<file path="config.mk">
export PLATFORM = sky130hd
export DESIGN_NAME = fetch_unit
export DESIGN_NICKNAME = d
export VERILOG_FILES = /design/src/rtl/fetch_pkg.sv /design/src/rtl/fetch_buffer.sv /design/src/rtl/fetch_unit.sv
export SDC_FILE = /design/constraint.sdc
export NUM_CORES = 1
export LEC_CHECK = 0
export ABC_CLOCK_PERIOD_IN_PS = 6000
export BUFFER_PORTS_ARGS = -buffer_cell sky130_fd_sc_hd__buf_2
export CAP_MARGIN = 20
export CORE_UTILIZATION = 40
export DETAILED_ROUTE_END_ITERATION = 6
export GPL_TIMING_DRIVEN = 0
export PLACE_DENSITY_LB_ADDON = 0.2
export SLEW_MARGIN = 40
export SYNTH_ARGS = -nofsm -noshare
export SYNTH_HDL_FRONTEND = slang
export SYNTH_SLANG_ARGS = --single-unit
</file>
<file path="constraint.sdc">
create_clock -name clock -period 6 [get_ports clock]
set_input_delay 1.2 -clock clock [delete_from_list [all_inputs] [get_ports clock]]
set_output_delay 1.2 -clock clock [all_outputs]
set_load 0.01 [all_outputs]
</file>
<file path="src/rtl/fetch_pkg.sv">
// Shared types and constants for the instruction fetch stage.
package fetch_pkg;

  localparam logic [31:0] NOP_INSTRUCTION   = 32'h0000_0013;
  localparam logic [31:0] INSTRUCTION_BYTES = 32'd4;
  localparam logic [31:0] DEFAULT_RESET_PC  = 32'h0000_0000;

  typedef enum logic [2:0] {
    IDLE,
    REQUEST,
    WAIT_RESP,
    DRAIN,
    HALT
  } fetch_state_t;

  // One fetched word together with the address it came from.
  typedef struct packed {
    logic [31:0] pc;
    logic [31:0] instruction;
  } fetch_entry_t;

endpackage

</file>
<file path="src/rtl/fetch_buffer.sv">
// Two-entry {pc, instruction} queue between fetch and decode.
// The head entry is a register so decode sees stable, glitch-free outputs.
module fetch_buffer
  import fetch_pkg::*;
(
  input  logic         clock,
  input  logic         reset_n,
  input  logic         push,
  input  fetch_entry_t push_entry,
  input  logic         pop,
  input  logic         flush,
  output logic [1:0]   count,
  output fetch_entry_t head
);

  fetch_entry_t head_q;
  fetch_entry_t tail_q;
  logic [1:0]   count_q;
  logic         push_ok;
  logic         pop_ok;
  logic         tail_write;

  // A push into a full queue is only legal when the head leaves in the same cycle.
  assign pop_ok     = pop && (count_q != 2'd0);
  assign push_ok    = push && ((count_q != 2'd2) || pop_ok);
  assign tail_write = push_ok && ((!pop_ok && (count_q == 2'd1)) ||
                                  (pop_ok && (count_q == 2'd2)));

  // Head register and occupancy; flush wins over any push or pop.
  always_ff @(posedge clock or negedge reset_n) begin
    // NOTE: sequential state uses non-blocking assignments so every register samples pre-edge values.
    if (!reset_n) begin
      count_q <= 2'd0;
      head_q  <= '{pc: 32'h0000_0000, instruction: NOP_INSTRUCTION};
    end else if (flush) begin
      count_q <= 2'd0;
    end else begin
      case ({push_ok, pop_ok})
        2'b10: begin
          if (count_q == 2'd0) head_q <= push_entry;
          count_q <= count_q + 2'd1;
        end
        2'b01: begin
          head_q  <= tail_q;
          count_q <= count_q - 2'd1;
        end
        2'b11: head_q <= (count_q == 2'd2) ? tail_q : push_entry;
        default: ;
      endcase
    end
  end

  // Second entry holds data only; it is never visible until it has been written.
  always_ff @(posedge clock) begin
    // NOTE: storage with no reset-visible effect is left unreset; occupancy alone marks it valid.
    if (tail_write) tail_q <= push_entry;
  end

  assign count = count_q;
  assign head  = head_q;

endmodule

</file>
<file path="src/rtl/fetch_unit.sv">
// Instruction fetch stage: owns the fetch PC, issues one outstanding word
// request at a time, buffers responses for decode and handles redirects.
// Optional build macro FETCH_MISALIGN_CHECK_EN: misaligned redirects set a
// sticky flag and halt fetch; without it the low target bits are cleared.
module fetch_unit
  import fetch_pkg::*;
#(
  parameter logic [31:0] RESET_PC     = DEFAULT_RESET_PC,
  parameter int          BUFFER_DEPTH = 2
) (
  input  logic        clock,
  input  logic        reset_n,
  input  logic        next_pc_valid,
  input  logic [31:0] next_pc,
  output logic        imem_req_valid,
  input  logic        imem_req_ready,
  output logic [31:0] imem_req_addr,
  input  logic        imem_resp_valid,
  input  logic [31:0] imem_resp_data,
  output logic        instruction_valid,
  output logic [31:0] instruction,
  output logic [31:0] pc,
  input  logic        decode_ready,
  output logic        fetch_misaligned
);

  localparam logic [1:0] CAPACITY = BUFFER_DEPTH[1:0];

  fetch_state_t state_q, state_d;
  logic [31:0]  fetch_pc_q;
  logic [31:0]  req_pc_q;
  logic         misaligned_q;
  logic [31:0]  redirect_target;
  logic         redirect_misaligned;
  logic         req_accept;
  logic         push;
  logic         pop;
  logic         outstanding;
  logic [1:0]   count;
  logic [1:0]   count_after_push;
  fetch_entry_t head;

`ifdef FETCH_MISALIGN_CHECK_EN
  assign redirect_target     = next_pc;
  assign redirect_misaligned = next_pc_valid && (next_pc[1:0] != 2'b00);
`else
  assign redirect_target     = next_pc & ~32'h0000_0003;
  assign redirect_misaligned = 1'b0;
`endif

  assign req_accept = (state_q == REQUEST) && imem_req_ready;
  assign push       = (state_q == WAIT_RESP) && imem_resp_valid && !next_pc_valid;
  assign pop        = instruction_valid && decode_ready && !next_pc_valid;

  // A response is still owed after this cycle if one was just accepted or is pending.
  assign outstanding = req_accept ||
                       (((state_q == WAIT_RESP) || (state_q == DRAIN)) && !imem_resp_valid);
  assign count_after_push = count + 2'd1 - {1'b0, pop};

  // Next-state selection; a redirect overrides normal sequencing.
  always_comb begin
    // NOTE: default first so every path assigns state_d and no latch is inferred.
    state_d = state_q;
    if (next_pc_valid && (state_q != HALT)) begin
      if (outstanding)                                 state_d = DRAIN;
      else if (misaligned_q || redirect_misaligned)    state_d = HALT;
      else                                             state_d = REQUEST;
    end else begin
      case (state_q)
        IDLE:      if (count < CAPACITY) state_d = REQUEST;
        REQUEST:   if (imem_req_ready)   state_d = WAIT_RESP;
        WAIT_RESP: if (imem_resp_valid)
                     state_d = (count_after_push < CAPACITY) ? REQUEST : IDLE;
        DRAIN:     if (imem_resp_valid)
                     state_d = misaligned_q ? HALT : REQUEST;
        HALT:      state_d = HALT;
        default:   state_d = IDLE;
      endcase
    end
  end

  // State, fetch PC, in-flight request PC and sticky misalignment flag.
  always_ff @(posedge clock or negedge reset_n) begin
    if (!reset_n) begin
      state_q      <= IDLE;
      fetch_pc_q   <= RESET_PC;
      req_pc_q     <= RESET_PC;
      misaligned_q <= 1'b0;
    end else begin
      state_q <= state_d;
      if (next_pc_valid)   fetch_pc_q <= redirect_target;
      else if (req_accept) fetch_pc_q <= fetch_pc_q + INSTRUCTION_BYTES;
      if (req_accept)          req_pc_q     <= fetch_pc_q;
      if (redirect_misaligned) misaligned_q <= 1'b1;
    end
  end

  fetch_buffer u_buffer (
    .clock      (clock),
    .reset_n    (reset_n),
    .push       (push),
    .push_entry ('{pc: req_pc_q, instruction: imem_resp_data}),
    .pop        (pop),
    .flush      (next_pc_valid),
    .count      (count),
    .head       (head)
  );

  assign imem_req_valid    = (state_q == REQUEST);
  assign imem_req_addr     = fetch_pc_q;
  assign instruction_valid = (count != 2'd0);
  assign instruction       = head.instruction;
  assign pc                = head.pc;
  assign fetch_misaligned  = misaligned_q;

endmodule

</file>
## Word-level counts from Yosys, hierarchy flattened

Cells that the tools add are included.

- Word-level logic and storage cells: 73
- Bits of input ports: 70
- Flip-flop bits (word level): 197

- Bitwise gates (word level): 1
- Mux-type cells: 15
- Add/subtract/negate cells: 4
- $lt $le $gt $ge: 2
- Equality and inequality tests: 16
- Reductions and logical operators: 27

Operators with widths:

| operator | count |
|---|---|
| 64-bit one-hot mux with 3 select lines | 1 |
| 64-bit 2-to-1 mux | 2 |
| 32-bit 2-to-1 mux | 2 |
| 32-bit by 3-bit adder with 32-bit output, second input constant | 1 |
| 3-bit 2-to-1 mux | 5 |
| 3-bit one-hot mux with 5 select lines | 1 |
| 1-bit logical AND | 12 |
| 2-bit == test, second input constant | 3 |
| 3-bit by 2-bit == test with 1-bit output, second input constant | 2 |
| 3-bit by 2-bit inequality test with 1-bit output, second input constant | 2 |
| 3-bit inequality test, second input constant | 2 |
| 3-bit nonzero test | 2 |
| 2-bit by 1-bit == test with 1-bit output, second input constant | 2 |
| 1-bit logical OR | 4 |
| 2-bit < comparator, second input constant | 2 |
| 2-bit 2-to-1 mux | 2 |
| 2-bit one-hot mux with 2 select lines | 1 |
| 4-bit AND reduction | 1 |
| 2-bit nonzero test | 2 |
| 3-bit by 1-bit == test with 1-bit output, second input constant | 1 |
| 3-bit == test, second input constant | 1 |
| 1-bit zero test | 3 |
| 3-bit zero test | 1 |
| 3-bit by 1-bit inequality test with 1-bit output, second input constant | 1 |
| other kinds (9) | 9 |

## Longest topological paths before layout

Gate-level depths: netlist of run 1.

- Depth after elaboration: 9
- Mapped depth: 8

## Cells and area by module

Synthesis of run 1 repeated with hierarchy kept, for this count alone.

- Cell total of the unflattened synthesis: 734
- Area, all modules: 8479.4 sq um

By module, submodules not included:

| module | cells an instance | area each (sq um) | instances | sequential area each (sq um) |
|---|---|---|---|---|
| fetch_buffer | 366 | 5280.1 | 1 | 3577.2 |
| fetch_unit | 368 | 3199.3 | 1 | 1576.5 |

## Least setup slack after synthesis of run 1

OpenSTA, ideal clock, no wires.

- Kind: input -> register
- From: in next_pc_valid
- To: reg u_buffer.tail_q[0] (netlist bit) (enable)
- Path buffers: 3
- Data arrival time: 6.381 ns
- Data required time: 5.425 ns
- Stages on the path: 4
- Slack: -0.956 ns
- Cells stage by stage: clkbuf_1 clkbuf_1 buf_1 a211oi_1

- Longest elaborated chain between the ends: 7
- Elaborated cells between the ends (all ways): 11

RTL lines:

| element | line | text |
|---|---|---|
| start, declared | fetch_unit.sv:13 | `input logic next_pc_valid,` |
| 1-bit zero test * | fetch_unit.sv:52, fetch_unit.sv:53 |  |
| 1-bit logical AND | fetch_unit.sv:53 | `assign pop = instruction_valid && decode_ready && !next_pc_valid;` |
| 1-bit logical AND | fetch_buffer.sv:24 | `assign pop_ok = pop && (count_q != 2'd0);` |
| 1-bit zero test | fetch_buffer.sv:26 | `assign tail_write = push_ok && ((!pop_ok && (count_q == 2'd1)) \|\|` |
| 1-bit logical AND | fetch_buffer.sv:26 |  |
| 1-bit logical OR | fetch_buffer.sv:26 |  |
| 1-bit logical AND * | fetch_buffer.sv:26 |  |
| named net u_buffer.tail_write | fetch_buffer.sv:21 | `logic tail_write;` |
| end signal, assigned | fetch_buffer.sv:56 | `if (tail_write) tail_q <= push_entry;` |
| end, declared | fetch_buffer.sv:17 | `fetch_entry_t tail_q;` |

The timed path passes the listed nets; every way through them passes the cells marked *.
A chain may end at the register's enable or synchronous reset.

## Worst setup path after layout of run 1

- From: in next_pc_valid
- To: reg u_buffer.tail_q[30] (netlist bit) (enable)

The elaborated chain is that of the path after synthesis.

==> flow_metrics.env, run 1 <==
export IMPL_outcome="completed"
export IMPL_cp_end_kind="register"
export IMPL_p_int_uw=2780
export IMPL_clockPowerShare_pct=27.8
export IMPL_r2r_cells=8
export IMPL_cp_startpoint="next_pc_valid"
export IMPL_crit_fanout=11
export IMPL_final_core_util_pct=50.8
export IMPL_hold_end="u_buffer.tail_q[58]"
export IMPL_drv_cap=0
export IMPL_p_leak_uw=0.00400
export IMPL_hpwl_um=14200
export IMPL_drt_iter0_drc=254
export IMPL_period_share_pct=53.4
export IMPL_whs_ns=0.472
export IMPL_rows=51
export IMPL_cp_slowest_cell="a211oi_4"
export IMPL_grt_use_total_pct=19.6
export IMPL_cts_inserted_buffers=17
export IMPL_ff2ff_setup_slack_ns=3.24
export IMPL_totalWireLength_um=19900
export IMPL_place_ws_ns=2.34
export IMPL_gp_congestion=0.810
export IMPL_cp_data_arrival_time_ns=3.34
export IMPL_clk_latency_ns=0.43
export IMPL_crit_family="buffers and inverters"
export IMPL_whs_path_depth=0
export IMPL_syn_inst=679
export IMPL_cts_resized=0
export IMPL_clock_skew_ns=0.0119
export IMPL_fin_crit_ns=3.20
export IMPL_synth_seq_cells=190
export IMPL_setup_viol=0
export IMPL_path_clk_slew_ns=0.07
export IMPL_worst_ep_required_time_ns=6.14
export IMPL_synth_area_per_cell_um2=12.0
export IMPL_drive_gt1_share_pct=29.0
export IMPL_worst_setup_path_type="in2reg"
export IMPL_wl_per_cell_um=17.3
export IMPL_dieArea_mm2=0.0209
export IMPL_min_path_type="reg2reg"
export IMPL_combPwrFrac_pct=25.4
export IMPL_fin_setup_tns_ns=0
export IMPL_ios=169
export IMPL_htreeDepth=4
export IMPL_powerDensity_mw_per_mm2=403
export IMPL_fmax_mhz=312
export IMPL_r2r_start="u_buffer.count[0]"
export IMPL_yosysSeqAreaShare_pct=62.2
export IMPL_switchingPower_uw=1260
export IMPL_drc=0
export IMPL_netlist_area_mm2=0.00814
export IMPL_grt_first_pass_wirelength_um=30700
export IMPL_ys_warn_count=0
export IMPL_async_reset_ff_share_pct=67.4
export IMPL_die_h_um=145
export IMPL_tightest_slew_ns=0.764
export IMPL_dr_pass1_iters=5
export IMPL_viasPerCell=5.12
export IMPL_die_w_um=145
export IMPL_swShare_pct=31.2
export IMPL_path_cells="buf_2, clkbuf_1, clkbuf_1, buf_1, a211oi_4, buf_4, buf_4, buf_6"
export IMPL_rsz0062_at_grt="false"
export IMPL_num_vias=5887
export IMPL_cts_setup_buffers=0
export IMPL_grt_pass1_vias=5588
export IMPL_hold_viol=0
export IMPL_diodes=0
export IMPL_worstHoldStart="req_pc_q[26]"
export IMPL_initial_utilization_pct=41.3
export IMPL_fin_nets=946
export IMPL_setup_slack_ns=2.80
export IMPL_cts_tree="built"
export IMPL_ant_nets=0
export IMPL_antenna_found_initial=0
export IMPL_relSlewSlack_pct=48.3
export IMPL_fill_cells=1807
export IMPL_core_area_mm2=0.0197
export IMPL_worst_setup_path_start_kind="primary input"
export IMPL_cts_hold_buf=0
export IMPL_root_buffer="clkbuf_16"
export IMPL_rr_endpoint="u_buffer.head[57]"
export IMPL_slowest_delay_ns=0.44
export IMPL_drv_slew=0
export IMPL_grt_ovfl_total=0
export IMPL_seq_power_share_pct=46.8
export IMPL_synthToLayoutAreaGrowth_pct=23.1
export IMPL_clk_path_buf_depth=2
export IMPL_ys_dominant_reg_cell="dfrtp_1"
export IMPL_grt_max_degree=67
export IMPL_synth_edf_count=62
export IMPL_ys_types=52
export IMPL_critPathBufInv=7
export IMPL_port_buffers=163
export IMPL_place_inst=1118
export IMPL_vdd_ir_drop_max_v=0.000195
export IMPL_cts_sinks=190
export IMPL_finalNonFillerCells=1150
==> routing by layer <==
metal,up-vias,track usage [%],share of wire [%],routed length [um]
met5,-,0,0,0
met1,2856,27.0,46,9210
met2,161,30.8,47,9250
li1,2850,-,-,-
met4,0,6.87,1.5,298
met3,20,3.85,5.6,1110
==> how the worst max path moves through the flow <==
stage / to / slack, ns / cells after the start
2_1_floorplan: u_buffer.tail_q[0] / 1.21 / 4
3_3_place_gp: u_buffer.tail_q[22] / -0.87 / 5
3_5_place_dp: u_buffer.tail_q[35] / 2.34 / 8
4_1_cts: u_buffer.tail_q[36] / 2.79 / 8
5_1_grt: u_buffer.tail_q[30] / 2.70 / 8
6_report: u_buffer.tail_q[30] / 2.80 / 8
==> final cells by class <==
class | instances | area [um2] | share of cell area [%]
Buffer | 44 | 203 | 2.02
Clock buffer | 22 | 487 | 4.86
Clock inverter | 10 | 100 | 0.999
Inverter | 9 | 33.8 | 0.337
Multi-Input combinational cell | 438 | 2870 | 28.7
Sequential cell | 190 | 5070 | 50.6
Tap cell | 265 | 332 | 3.31
Timing Repair Buffer | 172 | 928 | 9.26
==> cell usage in the layout, fill, tap and decap left out, types with 19 or more instances in the layout <==
master | Yosys | routed
buf_2 | 11 | 173
dfrtp_1 | 125 | 125
nor2_1 | 83 | 83
a21oi_1 | 65 | 65
mux2i_1 | 62 | 62
edfxtp_1 | 62 | 62
nand2_1 | 32 | 32
mux2_2 | 29 | 29
clkbuf_1 | 26 | 28
o21ai_0 | 19 | 19
clkbuf_16 | 0 | 19
==> worst reg2reg max path, stage by stage (launching register included) <==
cell,delay [ns]
dfrtp_1,0.41
inv_1,0.08
ha_1,0.29
nand2b_1,0.26
a211oi_1,0.42
clkbuf_1,0.40
buf_2,0.41
mux2i_1,0.26
a21oi_1,0.09
==> cell usage after synthesis (all sizes together) (3+ instances only) <==
library cell  instances  area share, %
dfrtp               125             38
nor2                 83            3.8
a21oi                65            4.0
edfxtp               62             23
mux2i                62            7.6
nand2                32            1.5
mux2                 29            4.0
clkbuf               26            1.2
o21ai                20            1.2
buf                  18            1.3
nand3                18            1.1
nand4                12           0.92
a31oi                11           0.85
or4                   9           0.83
inv                   8           0.37
xnor2                 8           0.86
o31ai                 7           0.65
and4                  6           0.65
nor3                  6           0.37
a211oi                5           0.46
and3                  5           0.38
nand2b                5           0.38
nor2b                 5           0.38
nor4                  5           0.38
ha                    4           0.61
o211ai                4           0.37
a22oi                 3           0.28
and2                  3           0.23
dfstp                 3           0.97
xor2                  3           0.32
==> flip-flops by register name (all words and copies together), names as in the netlist <==
name	count
imem_req_addr	30
u_buffer.tail_q	62
state_q	3
u_buffer.count	2
req_pc_q	30
u_buffer.head	63
==> stage by stage <==
stage	power, uW	area (um2)
floorplan	2500	8160
finish	4040	10000
global placement	2920	9300
global route	4310	10000
CTS	4090	10000
detailed placement	2960	9440
==> power groups by stage <==
| stage | clock network [uW] | logic [uW] | registers [uW] |
|---|---|---|---|
| 2_1_floorplan | 0 | 500 | 2000 |
| 3_5_place_dp | 0 | 1040 | 1920 |
| 5_1_grt | 1210 | 1160 | 1940 |
| 6_report | 1120 | 1030 | 1890 |
| 3_3_place_gp | 0 | 1020 | 1900 |
| 4_1_cts | 1160 | 1040 | 1890 |
==> kinds of logic after synthesis <==
family / after synthesis / share of synthesized area (%)
multiplexers: 91 / 11.6
buffers and inverters: 53 / 2.89
AND/OR/NAND/NOR: 205 / 12.6
adder cells (fa/ha/maj): 4 / 0.615
flip-flops: 190 / 62.2
AO/OA/AOI/OAI: 124 / 8.80
other: 1 / 0.0461
XOR/XNOR: 11 / 1.18
Note: power is estimated with default switching activity, not from simulation.
==> inputs of run 2 (changes only) <==
- ABC_AREA: default -> 1
- ABC_CLOCK_PERIOD_IN_PS: 6000 -> 2800
- clock period: 6 -> 2.8 ns (I/O delays scaled with it)
==> run 2 against run 1 <==
Against the previous run:
- final cell count up 42%
- global-route usage up 2.0 points
- largest cell class unchanged
- critical path depth up 3
- register-to-register slack worse by 2.9 ns
==> flow_metrics.env, run 2 <==
export IMPL_core_area_mm2=0.0226
export IMPL_p_leak_uw=0.00555
export IMPL_die_h_um=154
export IMPL_synth_edf_count=62
export IMPL_netlist_area_mm2=0.00922
export IMPL_grt_use_total_pct=21.6
export IMPL_switchingPower_uw=3350
export IMPL_ios=169
export IMPL_synth_top_area_share_pct=33.9
export IMPL_async_reset_ff_share_pct=67.4
export IMPL_min_path_type="in2async"
export IMPL_rows=55
export IMPL_fin_nets=1408
export IMPL_antenna_found_initial=0
export IMPL_grt_pass1_vias=7737
export IMPL_die_w_um=154
export IMPL_setup_slack_ns=0.313
export IMPL_netlist_top_cells_count="514 x nand2_1, 179 x nand3_1, 125 x dfrtp_1"
export IMPL_cts_inserted_buffers=17
export IMPL_crit_fanout=17
export IMPL_fin_crit_ns=2.49
export IMPL_layout_commonest_cell="nand2_1"
export IMPL_crit_family="buffers and inverters"
export IMPL_drt_iter0_drc=568
export IMPL_ys_warn_count=0
export IMPL_place_area_mm2=0.0105
export IMPL_initial_utilization_pct=40.7
export IMPL_grt_max_degree=72
export IMPL_drive_gt1_share_pct=19.1
export IMPL_cts_resized=0
export IMPL_finalNonFillerCells=1633
export IMPL_worst_ep_required_time_ns=2.94
export IMPL_synthToLayoutAreaGrowth_pct=20.3
export IMPL_drv_cap=0
export IMPL_num_vias=8023
export IMPL_wl_per_cell_um=15.4
export IMPL_cp_data_arrival_time_ns=2.63
export IMPL_cts_hold_buf=0
export IMPL_dr_pass1_iters=5
export IMPL_synth_seq_cells=190
export IMPL_drc=0
export IMPL_syn_inst=1145
export IMPL_setup_viol=0
export IMPL_tightest_slew_ns=0.531
export IMPL_hpwl_um=18200
export IMPL_largest_register_ff_count=63
export IMPL_ff2ff_setup_slack_ns=0.31
export IMPL_dieArea_mm2=0.0237
export IMPL_clock_skew_ns=0.00849
export IMPL_cts_sinks=190
export IMPL_htreeDepth=4
export IMPL_fmax_mhz=402
export IMPL_cts_tree="built"
export IMPL_totalWireLength_um=25100
export IMPL_port_buffers=162
export IMPL_final_core_util_pct=49.0
export IMPL_swShare_pct=36.0
export IMPL_period_share_pct=88.8
export IMPL_hold_viol=0
export IMPL_viasPerCell=4.91
export IMPL_clockPowerShare_pct=24.4
export IMPL_stdcell_area_mm2=0.0111
export IMPL_path_cells="inv_1, ha_2, nor2_4, nand2_4, inv_2, buf_6, buf_4, o21ai_0, nor2_4, buf_16, buf_16"
export IMPL_place_inst=1598
export IMPL_synth_area_per_cell_um2=8.06
export IMPL_clk_path_buf_depth=2
export IMPL_drv_slew=0
export IMPL_root_buffer="clkbuf_16"
export IMPL_clk_latency_ns=0.43
export IMPL_yosys_top_cells_area="dfrtp_1 34%, nand2_1 21%, edfxtp_1 20%, nand3_1 9.7%, o21ai_0 3.0%"
export IMPL_netlist_top_cell_by_area="dfrtp_1"
export IMPL_seq_power_share_pct=45.8
export IMPL_rsz0062_at_grt="false"
export IMPL_place_ws_ns=-0.105
export IMPL_combPwrFrac_pct=29.8
export IMPL_slowest_delay_ns=0.43
export IMPL_vdd_ir_drop_max_v=0.000421
export IMPL_layout_common_cells="514 x nand2_1, 181 x buf_2, 179 x nand3_1"
export IMPL_ys_types=30
export IMPL_cp_slowest_cell="dfrtp_1"
export IMPL_synth_most_common_cell="nand2_1"
export IMPL_yosysSeqAreaShare_pct=55.0
export IMPL_critPathBufInv=6
export IMPL_total_power_uw=9300
export IMPL_worst_setup_path_type="reg2reg"
export IMPL_outcome="completed"
export IMPL_cp_end_kind="register"
export IMPL_grt_first_pass_wirelength_um=40100
export IMPL_p_int_uw=5950
export IMPL_gp_congestion=0.872
export IMPL_ant_nets=0
export IMPL_grt_ovfl_total=0
export IMPL_cts_setup_buffers=2
export IMPL_relSlewSlack_pct=64.6
export IMPL_powerDensity_mw_per_mm2=838
export IMPL_worst_setup_path_start_kind="register"
export IMPL_ys_dominant_reg_cell="dfrtp_1"
export IMPL_path_clk_slew_ns=0.07
## run 2: cell count changes after synthesis, moves of 9 or more
cell     change
a21oi_1     -63
a31oi_1     -11
buf_2        +9
buf_4       +15
inv_1       +53
mux2_2      -29
mux2i_1     -62
nand2_1    +482
nand3_1    +161
nand4_1     -11
nor2_1      -35
o21ai_0     +36
or4_1        -9
## run 2: layout make-up
| cell class | instances | area [um2] |
|---|---|---|
| Tap cell | 285 | 357 |
| Fill cell | 2237 | 11500 |
| Buffer | 60 | 329 |
| Timing Repair Buffer | 168 | 958 |
| Sequential cell | 190 | 5070 |
| Antenna cell | 1 | 2.50 |
| Inverter | 63 | 236 |
| Multi-Input combinational cell | 834 | 3610 |
| Clock inverter | 10 | 62.6 |
| Clock buffer | 22 | 474 |
## run 2: path summary, 6_finish.rpt
path / depth (start not counted) / from / endpoint
max in group asynchronous: 2 / reset_n / req_pc_q[28]
worst min-delay path: 1 / reset_n / u_buffer.head[2]
worst min register to register: 0 / req_pc_q[16] / u_buffer.tail_q[48]
worst max-delay path: 11 / u_buffer.count[0] / u_buffer.tail_q[21]
worst max register to register: 11 / u_buffer.count[0] / u_buffer.tail_q[21]
min in group clock: 1 / imem_resp_data[31] / u_buffer.tail_q[31]
## run 2: power groups by stage
stage               combinational, uW  sequential (uW)  clock, uW
floorplan                        1500             4380          0
global route                     3160             4370       2420
CTS                              2800             4270       2310
global placement                 2720             4300          0
finish                           2770             4260       2270
detailed placement               2780             4320          0
## run 2: cells by family after synthesis
logic type / after synthesis / share of synthesized area [%]
AOI/OAI and AO/OA: 60 / 3.34
buffers and inverters: 123 / 6.13
other: 1 / 0.0407
adders and majority gates: 4 / 0.543
DFF: 190 / 55.0
xor gates and xnor gates: 7 / 0.665
and+or+nand+nor: 760 / 34.3
## run 2: routing by layer
layer	vias up	track usage, %	wire (um)
met5	-	0	0
met4	0	5.62	371
met3	20	3.75	1210
met2	205	36.5	11800
met1	3747	28.8	11700
li1	4051	-	-
## run 2: worst reg2reg max path, stage by stage, from the launching register on
cell	delay (ns)
dfrtp_1	0.43
inv_1	0.09
ha_2	0.24
nor2_4	0.16
nand2_4	0.11
inv_2	0.11
buf_6	0.17
buf_4	0.20
o21ai_0	0.14
nor2_4	0.20
buf_16	0.18
buf_16	0.16
## run 2: through the flow
step	hold WS [ns]	TNS [ns]
floorplan	0.264	0
global placement	0.461	-130.48
detailed placement	0.465	-1.66
CTS	0.0588	0
global route	0.0697	0
finish	0.0500	0
